`src/rtl/param_fifo.sv`:
```
// param_fifo: synchronous FIFO with count, almost/full/empty flags and sticky errors.
// Define PARAM_FIFO_FWFT_EN for first-word-fall-through output; default is a registered output.
module param_fifo #(
  parameter int WIDTH    = 8,
  parameter int DEPTH    = 32,
  parameter int AF_LEVEL = DEPTH - 4,
  parameter int AE_LEVEL = 4
) (
  input  logic                     clk,
  input  logic                     rst,
  input  logic                     wr,
  input  logic [WIDTH-1:0]         data_in,
  input  logic                     rd,
  input  logic                     clr_err,
  output logic [WIDTH-1:0]         data_out,
  output logic [$clog2(DEPTH):0]   fifo_cnt,
  output logic                     empty,
  output logic                     full,
  output logic                     almost_empty,
  output logic                     almost_full,
  output logic                     overflow,
  output logic                     underflow
);
  localparam int AW = $clog2(DEPTH);
  localparam int CW = AW + 1;
  logic [WIDTH-1:0] mem [DEPTH];
  logic [AW-1:0]    rd_ptr, wr_ptr;
  logic             rd_ok, wr_ok;
  assign empty        = fifo_cnt == '0;
  assign full         = fifo_cnt == CW'(DEPTH);
  assign almost_empty = fifo_cnt <= CW'(AE_LEVEL);
  assign almost_full  = fifo_cnt >= CW'(AF_LEVEL);
  assign rd_ok        = rd && !empty;
  assign wr_ok        = wr && (!full || rd_ok);
  always_ff @(posedge clk)
    if (wr_ok) mem[wr_ptr] <= data_in;
  always_ff @(posedge clk) begin
    if (rst) begin
      rd_ptr    <= '0;
      wr_ptr    <= '0;
      fifo_cnt  <= '0;
      overflow  <= 1'b0;
      underflow <= 1'b0;
    end else begin
      if (wr_ok) wr_ptr <= wr_ptr + AW'(1);
      if (rd_ok) rd_ptr <= rd_ptr + AW'(1);
      if (wr_ok && !rd_ok) fifo_cnt <= fifo_cnt + CW'(1);
      else if (rd_ok && !wr_ok) fifo_cnt <= fifo_cnt - CW'(1);
      // a new error in the same cycle as clr_err stays set
      overflow  <= (wr && !wr_ok) || (overflow && !clr_err);
      underflow <= (rd && empty) || (underflow && !clr_err);
    end
  end
`ifdef PARAM_FIFO_FWFT_EN
  assign data_out = empty ? '0 : mem[rd_ptr];
`else
  always_ff @(posedge clk) begin
    if (rst) data_out <= '0;
    else if (rd_ok) data_out <= mem[rd_ptr];
  end
`endif
endmodule

```
`config.mk`:
```
export PLATFORM = sky130hd
export DESIGN_NAME = param_fifo
export DESIGN_NICKNAME = d
export VERILOG_FILES = /design/src/rtl/param_fifo.sv
export SDC_FILE = /design/constraint.sdc
export NUM_CORES = 1
export LEC_CHECK = 0
export BUFFER_PORTS_ARGS = -buffer_cell sky130_fd_sc_hd__clkbuf_2
export CAP_MARGIN = 20
export CORE_ASPECT_RATIO = 0.8
export CORE_MARGIN = 5
export CORE_UTILIZATION = 40
export CTS_CLUSTER_SIZE = 12
export DETAILED_ROUTE_END_ITERATION = 8
export SYNTH_ARGS = -nofsm -noshare
export SYNTH_HDL_FRONTEND = slang
export SYNTH_SLANG_ARGS = --single-unit
```
`constraint.sdc`:
```
create_clock -name clk -period 3.96 [get_ports clk]
set_input_delay 0.792 -clock clk [delete_from_list [all_inputs] [get_ports clk]]
set_output_delay 0.792 -clock clk [all_outputs]
set_load 0.05 [all_outputs]
```
# ---- Word-level counts from Yosys, hierarchy flattened
# Memories as Yosys holds them, arrays and structs flattened. A register that Yosys moved wholly into a read port is not among the register bits.
# Index checks and enable logic that the tools add are counted.
dict set report classes {
  add_sub_neg 4
  n_lt_le_gt_ge 2
  n_eq_ne 1
  mux 4
  reduce_logical 18
}
# op n
set op_table {}
lappend op_table {{$mux W6} 2}
lappend op_table {{$add A5 B1 Y5 const B} 2}
lappend op_table {{$logic_and A1 B1 Y1} 8}
lappend op_table {{$add A6 B1 Y6 const B} 1}
lappend op_table {{$eq A6 B6 Y1 const B} 1}
lappend op_table {{$ge A6 B5 Y1 const B} 1}
lappend op_table {{$le A6 B3 Y1 const B} 1}
lappend op_table {{$logic_not A6 Y1} 1}
lappend op_table {{$sub A6 B1 Y6 const B} 1}
lappend op_table {{$logic_not A1 Y1} 5}
lappend op_table {{$logic_or A1 B1 Y1} 3}
lappend op_table {{$mux W1} 2}
lappend op_table {{$reduce_bool A2 Y1} 1}
dict set report totals {
  reg_bits 18
  ramBits 256
  input_bits 13
  output_inout_bits 20
  wordCells 35
  n_memories 1
}
# name words width read_ports rd_ports_with_merged_regs wr line_no
set mem_list {}
lappend mem_list {mem 32 8 1 1 1 26} ;# logic [WIDTH-1:0] mem [DEPTH];

# ---- Depth between registers and ports, before layout
dict set report depth {
  word_depth 9
  mapped_depth 11
  mapped_depth_nobuf 11
}

# ---- Least setup slack after synthesis
# OpenSTA, ideal clock, no wires.
dict set report synth_path {
  path_kind {register -> register}
  from {reg fifo_cnt[0]}
  to {reg fifo_cnt[4]}
  setup_ns 0.070
  arrival_time_ns 3.232
  required_ns 3.890
  slack_ns 0.657
  stages_incl_launch_ff 12
  n_path_buf 1
  period_less_slack_ns 3.303
  cell_sequence {dfxtp_1 -> or4_4 -> o41a_1 -> buf_2 -> ha_1 -> inv_1 -> ha_1 -> nor2b_1 -> o21a_1 -> o21ai_0 -> or3b_2 -> a21oi_1}
}
dict set report synth_between {
  elab_chain_len 8
  word_cells_on_any_way 16
  cone_classes {add/sub (2); eq/ne (1); mux (2); reduce/logical (11)}
}
# element line_no
set synth_lines {}
lappend synth_lines {{start: declaration} 16} ;# output logic [$clog2(DEPTH):0] fifo_cnt,
lappend synth_lines {{start signal: assignment} 47} ;# if (wr_ok && !rd_ok) fifo_cnt <= fifo_cnt + CW'(1);
lappend synth_lines {{start signal: assignment} 48} ;# else if (rd_ok && !wr_ok) fifo_cnt <= fifo_cnt - CW'(1);
lappend synth_lines {{$logic_not A6 Y1} 29} ;# assign empty = fifo_cnt == '0;
lappend synth_lines {{$logic_not A1 Y1} 33} ;# assign rd_ok = rd && !empty;
lappend synth_lines {{$logic_and A1 B1 Y1} 33}
lappend synth_lines {{$logic_or A1 B1 Y1 (*)} 34} ;# assign wr_ok = wr && (!full || rd_ok);
lappend synth_lines {{$logic_and A1 B1 Y1 (*)} 34}
lappend synth_lines {{net wr_ok} 28} ;# logic rd_ok, wr_ok;
lappend synth_lines {{$logic_not A1 Y1} 48}
lappend synth_lines {{$logic_and A1 B1 Y1} 48}
lappend synth_lines {{$reduce_bool A2 Y1 (no source line)} n/a}
# Mark *: on every way through the listed nets, which the timed path passes. The rest lies on a longest branch. The select of a mux whose other input is x is not followed.
# A chain may end at the register's enable or synchronous reset.

# ---- Worst setup path in the final report
dict set report layout_path {
  from {reg fifo_cnt[0]}
  to {reg fifo_cnt[4]}
}
dict set report layout_between {
  elab_chain_len 8
  word_cells_on_any_way 16
  cone_classes {add/sub (2); eq/ne (1); mux (2); reduce/logical (11)}
}
# element
set layout_lines {}
lappend layout_lines {{branches (longest 8 deep; another with $sub A6 B1 Y6)}}
# Several ways; the timed one is not identified. The select of a mux whose other input is x is not followed.

==> impl_metrics.json <==
{
  "status": "completed",
  "clockBufferDepth": 3,
  "critical_path_class": "flop to flop",
  "synth-seq-cells": 282,
  "drtIter0Drc": 478,
  "finalCriticalPeriod_ps": 3410,
  "core-area_mm2": 0.0274,
  "grt_max_degree": 47,
  "nNetsFinal": 676,
  "setup_violations": 0,
  "initial_utilization": 0.408,
  "clk_latency_ps": 550,
  "hold_slack_ps": 479,
  "fp-row-count": 54,
  "async_reset_ff_frac": 0,
  "r2r_end": "fifo_cnt[4]$_SDFFE_PP0P_",
  "cts_max_level": 1,
  "port_buffers": 32,
  "p_leak_nw": 3.98,
  "cts_setup_buffers": 0,
  "timing.rr.start": "fifo_cnt[0]$_SDFFE_PP0P_",
  "yosysSeqAreaShare": 0.733,
  "cp-endpoint": "fifo_cnt[4]$_SDFFE_PP0P_",
  "place_congestion": 0.815,
  "synth_edf_count": 256,
  "hold_class": "flop to flop",
  "first_pass_iters": 5,
  "tightest_slew_ps": 883,
  "finalSetupTns_ps": 0,
  "synth_cell_types": 48,
  "layout-drive-gt1-share": 0.196,
  "crit_fanout": 9,
  "grt_pass1_vias": 5764,
  "period_share": 0.862,
  "hold_buffers": 0,
  "finalClockSkew_ps": 29.9,
  "syn-cell-area_mm2": 0.0112,
  "synth_cells": 612,
  "cp-end-kind": "flop",
  "areaGrowthSynthToFinish_pct": 12.1,
  "r2r_cells": 10,
  "fin_ws_ps": 546,
  "wl_per_cell_um": 23.3,
  "hold_viol_final": 0,
  "die_x_um": 197,
  "powerDensity_mw_per_mm2": 611,
  "drv_slew": 0,
  "synth_nets": 637,
  "cts_resized": 0,
  "cp.arrival_ps": 3860,
  "num_io_pins": 33,
  "die_height_um": 160,
  "routed_via_density": 5.51,
  "grt_overflow": 0,
  "fmax_ghz": 0.293,
  "peakVddDrop_mv": 0.395,
  "synth_warnings": 0,
  "ant_nets": 0,
  "relSlewSlack": 0.409,
  "clock_sinks": 282,
  "routed_wl_um": 24200,
  "num_vias": 5706,
  "drv_cap": 0,
  "antenna_found_initial": 0,
  "cts_inserted_buffers": 28,
  "cp.required_ps": 4410,
  "avgSynthCellArea_um2": 18.3,
  "globalRouteTotalUtil": 0.153,
  "dieArea_mm2": 0.0315,
  "nFillCells": 2357,
  "drc": 0,
  "pre_cts_slack_ps": 525,
  "num_antenna_cells": 0,
  "start_kind": "flop",
  "grt_pass1_wl_um": 36700,
  "rsz0062_at_grt": "no",
  "clockRootBuffer": "clkbuf_16",
  "cp-startpoint": "fifo_cnt[0]$_SDFFE_PP0P_",
  "hold_path_depth": 1,
  "clk_pin_slew_ps": 60,
  "tritoncts": "yes",
  "synth_top_flop_cell": "edfxtp_1",
  "rrSetupSlack_ps": 550,
  "dpl.hpwl_um": 15200
}
[report_power, final]
group	leakage, nW	switching (mW)	internal, mW	total (mW)
Sequential	2.52	0.125	3.34	3.47
Clock	0.405	1.04	1.39	2.43
Combinational	1.05	1.05	0.721	1.77
Total	3.98	2.22	5.45	7.67
[cell usage in the layout, fill, tap and decap left out, types with 4 or more instances in the layout]
cell / Yosys / layout
clkbuf_8: 0 / 4
a21oi_1: 22 / 22
mux4_1: 4 / 4
dfxtp_1: 26 / 25
xor2_1: 5 / 5
o221ai_1: 8 / 8
nor2_1: 53 / 53
edfxtp_1: 256 / 256
nor3_1: 6 / 6
a22oi_1: 9 / 9
buf_4: 3 / 7
a2111oi_2: 6 / 6
xnor2_1: 4 / 4
nand3_1: 5 / 5
clkbuf_16: 0 / 28
o22ai_1: 7 / 7
clkbuf_1: 15 / 16
mux2i_1: 31 / 31
clkbuf_2: 0 / 32
a22o_1: 14 / 14
mux4_2: 45 / 45
nor2b_1: 4 / 4
inv_1: 12 / 12
nand2_1: 17 / 17
ha_1: 11 / 11
o21ai_0: 5 / 5
[per-stage QoR]
stage	total power, mW	utilization	instance area (um2)	instances
finish	7.67	0.458	12600	1036
floorplan	4.87	-	11200	612
global placement	5.28	0.427	11700	985
global route	8.02	0.458	12600	1036
detailed placement	5.32	0.427	11700	985
CTS	7.73	0.458	12600	1036
[registers in the layout, indices dropped and copies added, names as in the netlist]
register and count:
rd_ptr 5, data_out 8, fifo_cnt 6, mem 256, overflow 1, wr_ptr 5, underflow 1
[how the worst min path moves through the flow]
stage,startpoint,to,slack [ps]
after floorplan,wr_ptr[0]$_SDFFE_PP0P_,wr_ptr[0]$_SDFFE_PP0P_,550
after CTS,data_out[0]$_SDFFE_PP0P_,data_out[0]$_SDFFE_PP0P_,480
after global routing,data_out[7]$_SDFFE_PP0P_,data_out[7]$_SDFFE_PP0P_,490
after detailed placement,data_out[5]$_SDFFE_PP0P_,data_out[5]$_SDFFE_PP0P_,470
final,data_out[0]$_SDFFE_PP0P_,data_out[0]$_SDFFE_PP0P_,480
after global placement,data_out[7]$_SDFFE_PP0P_,data_out[7]$_SDFFE_PP0P_,460
[layer usage]
metal	wire [um]	track usage	up-vias
met5	0	0	-
met4	469	0.0312	0
met3	1760	0.0390	37
met2	10900	0.223	189
met1	11000	0.234	2931
li1	-	-	2549
[cells by family after synthesis]
family                     synth area share
muxes                                 0.128
xor gates and xnor gates            0.00703
buffers and inverters                0.0197
and+or+nand+nor                      0.0434
DFF                                   0.733
adders and majority gates            0.0141
AOI/OAI and AO/OA                    0.0557
[Yosys cell counts (9+ instances only)]
| library cell | n | area, um2 |
|---|---|---|
| dfxtp_1 | 26 | 521 |
| edfxtp_1 | 256 | 7690 |
| nand2_1 | 17 | 63.8 |
| inv_1 | 12 | 45.0 |
| clkbuf_1 | 15 | 56.3 |
| mux4_2 | 45 | 1010 |
| a22oi_1 | 9 | 67.6 |
| ha_1 | 11 | 138 |
| mux2i_1 | 31 | 310 |
| nor2_1 | 53 | 199 |
| a21oi_1 | 22 | 110 |
| a22o_1 | 14 | 123 |
[critical path, stage by stage, from the launching register on]
cell,delay [ps]
dfxtp_1,360
or4_4,580
o41a_1,480
ha_1,330
inv_1,230
ha_1,280
nor2b_1,140
o21a_1,180
o21ai_0,130
or3b_2,460
a21oi_1,170
[layout make-up]
| type | instances | area [um2] | area share |
|---|---|---|---|
| clock buffer | 48 | 816 | 0.0649 |
| clock inverter | 3 | 25.0 | 0.00199 |
| inverter | 12 | 45.0 | 0.00359 |
| multi-input combinational | 287 | 2780 | 0.221 |
| sequential | 282 | 8210 | 0.654 |
| tap | 364 | 455 | 0.0363 |
| timing repair buffer | 40 | 233 | 0.0185 |
No activity file was read; power rests on OpenSTA's default activity.
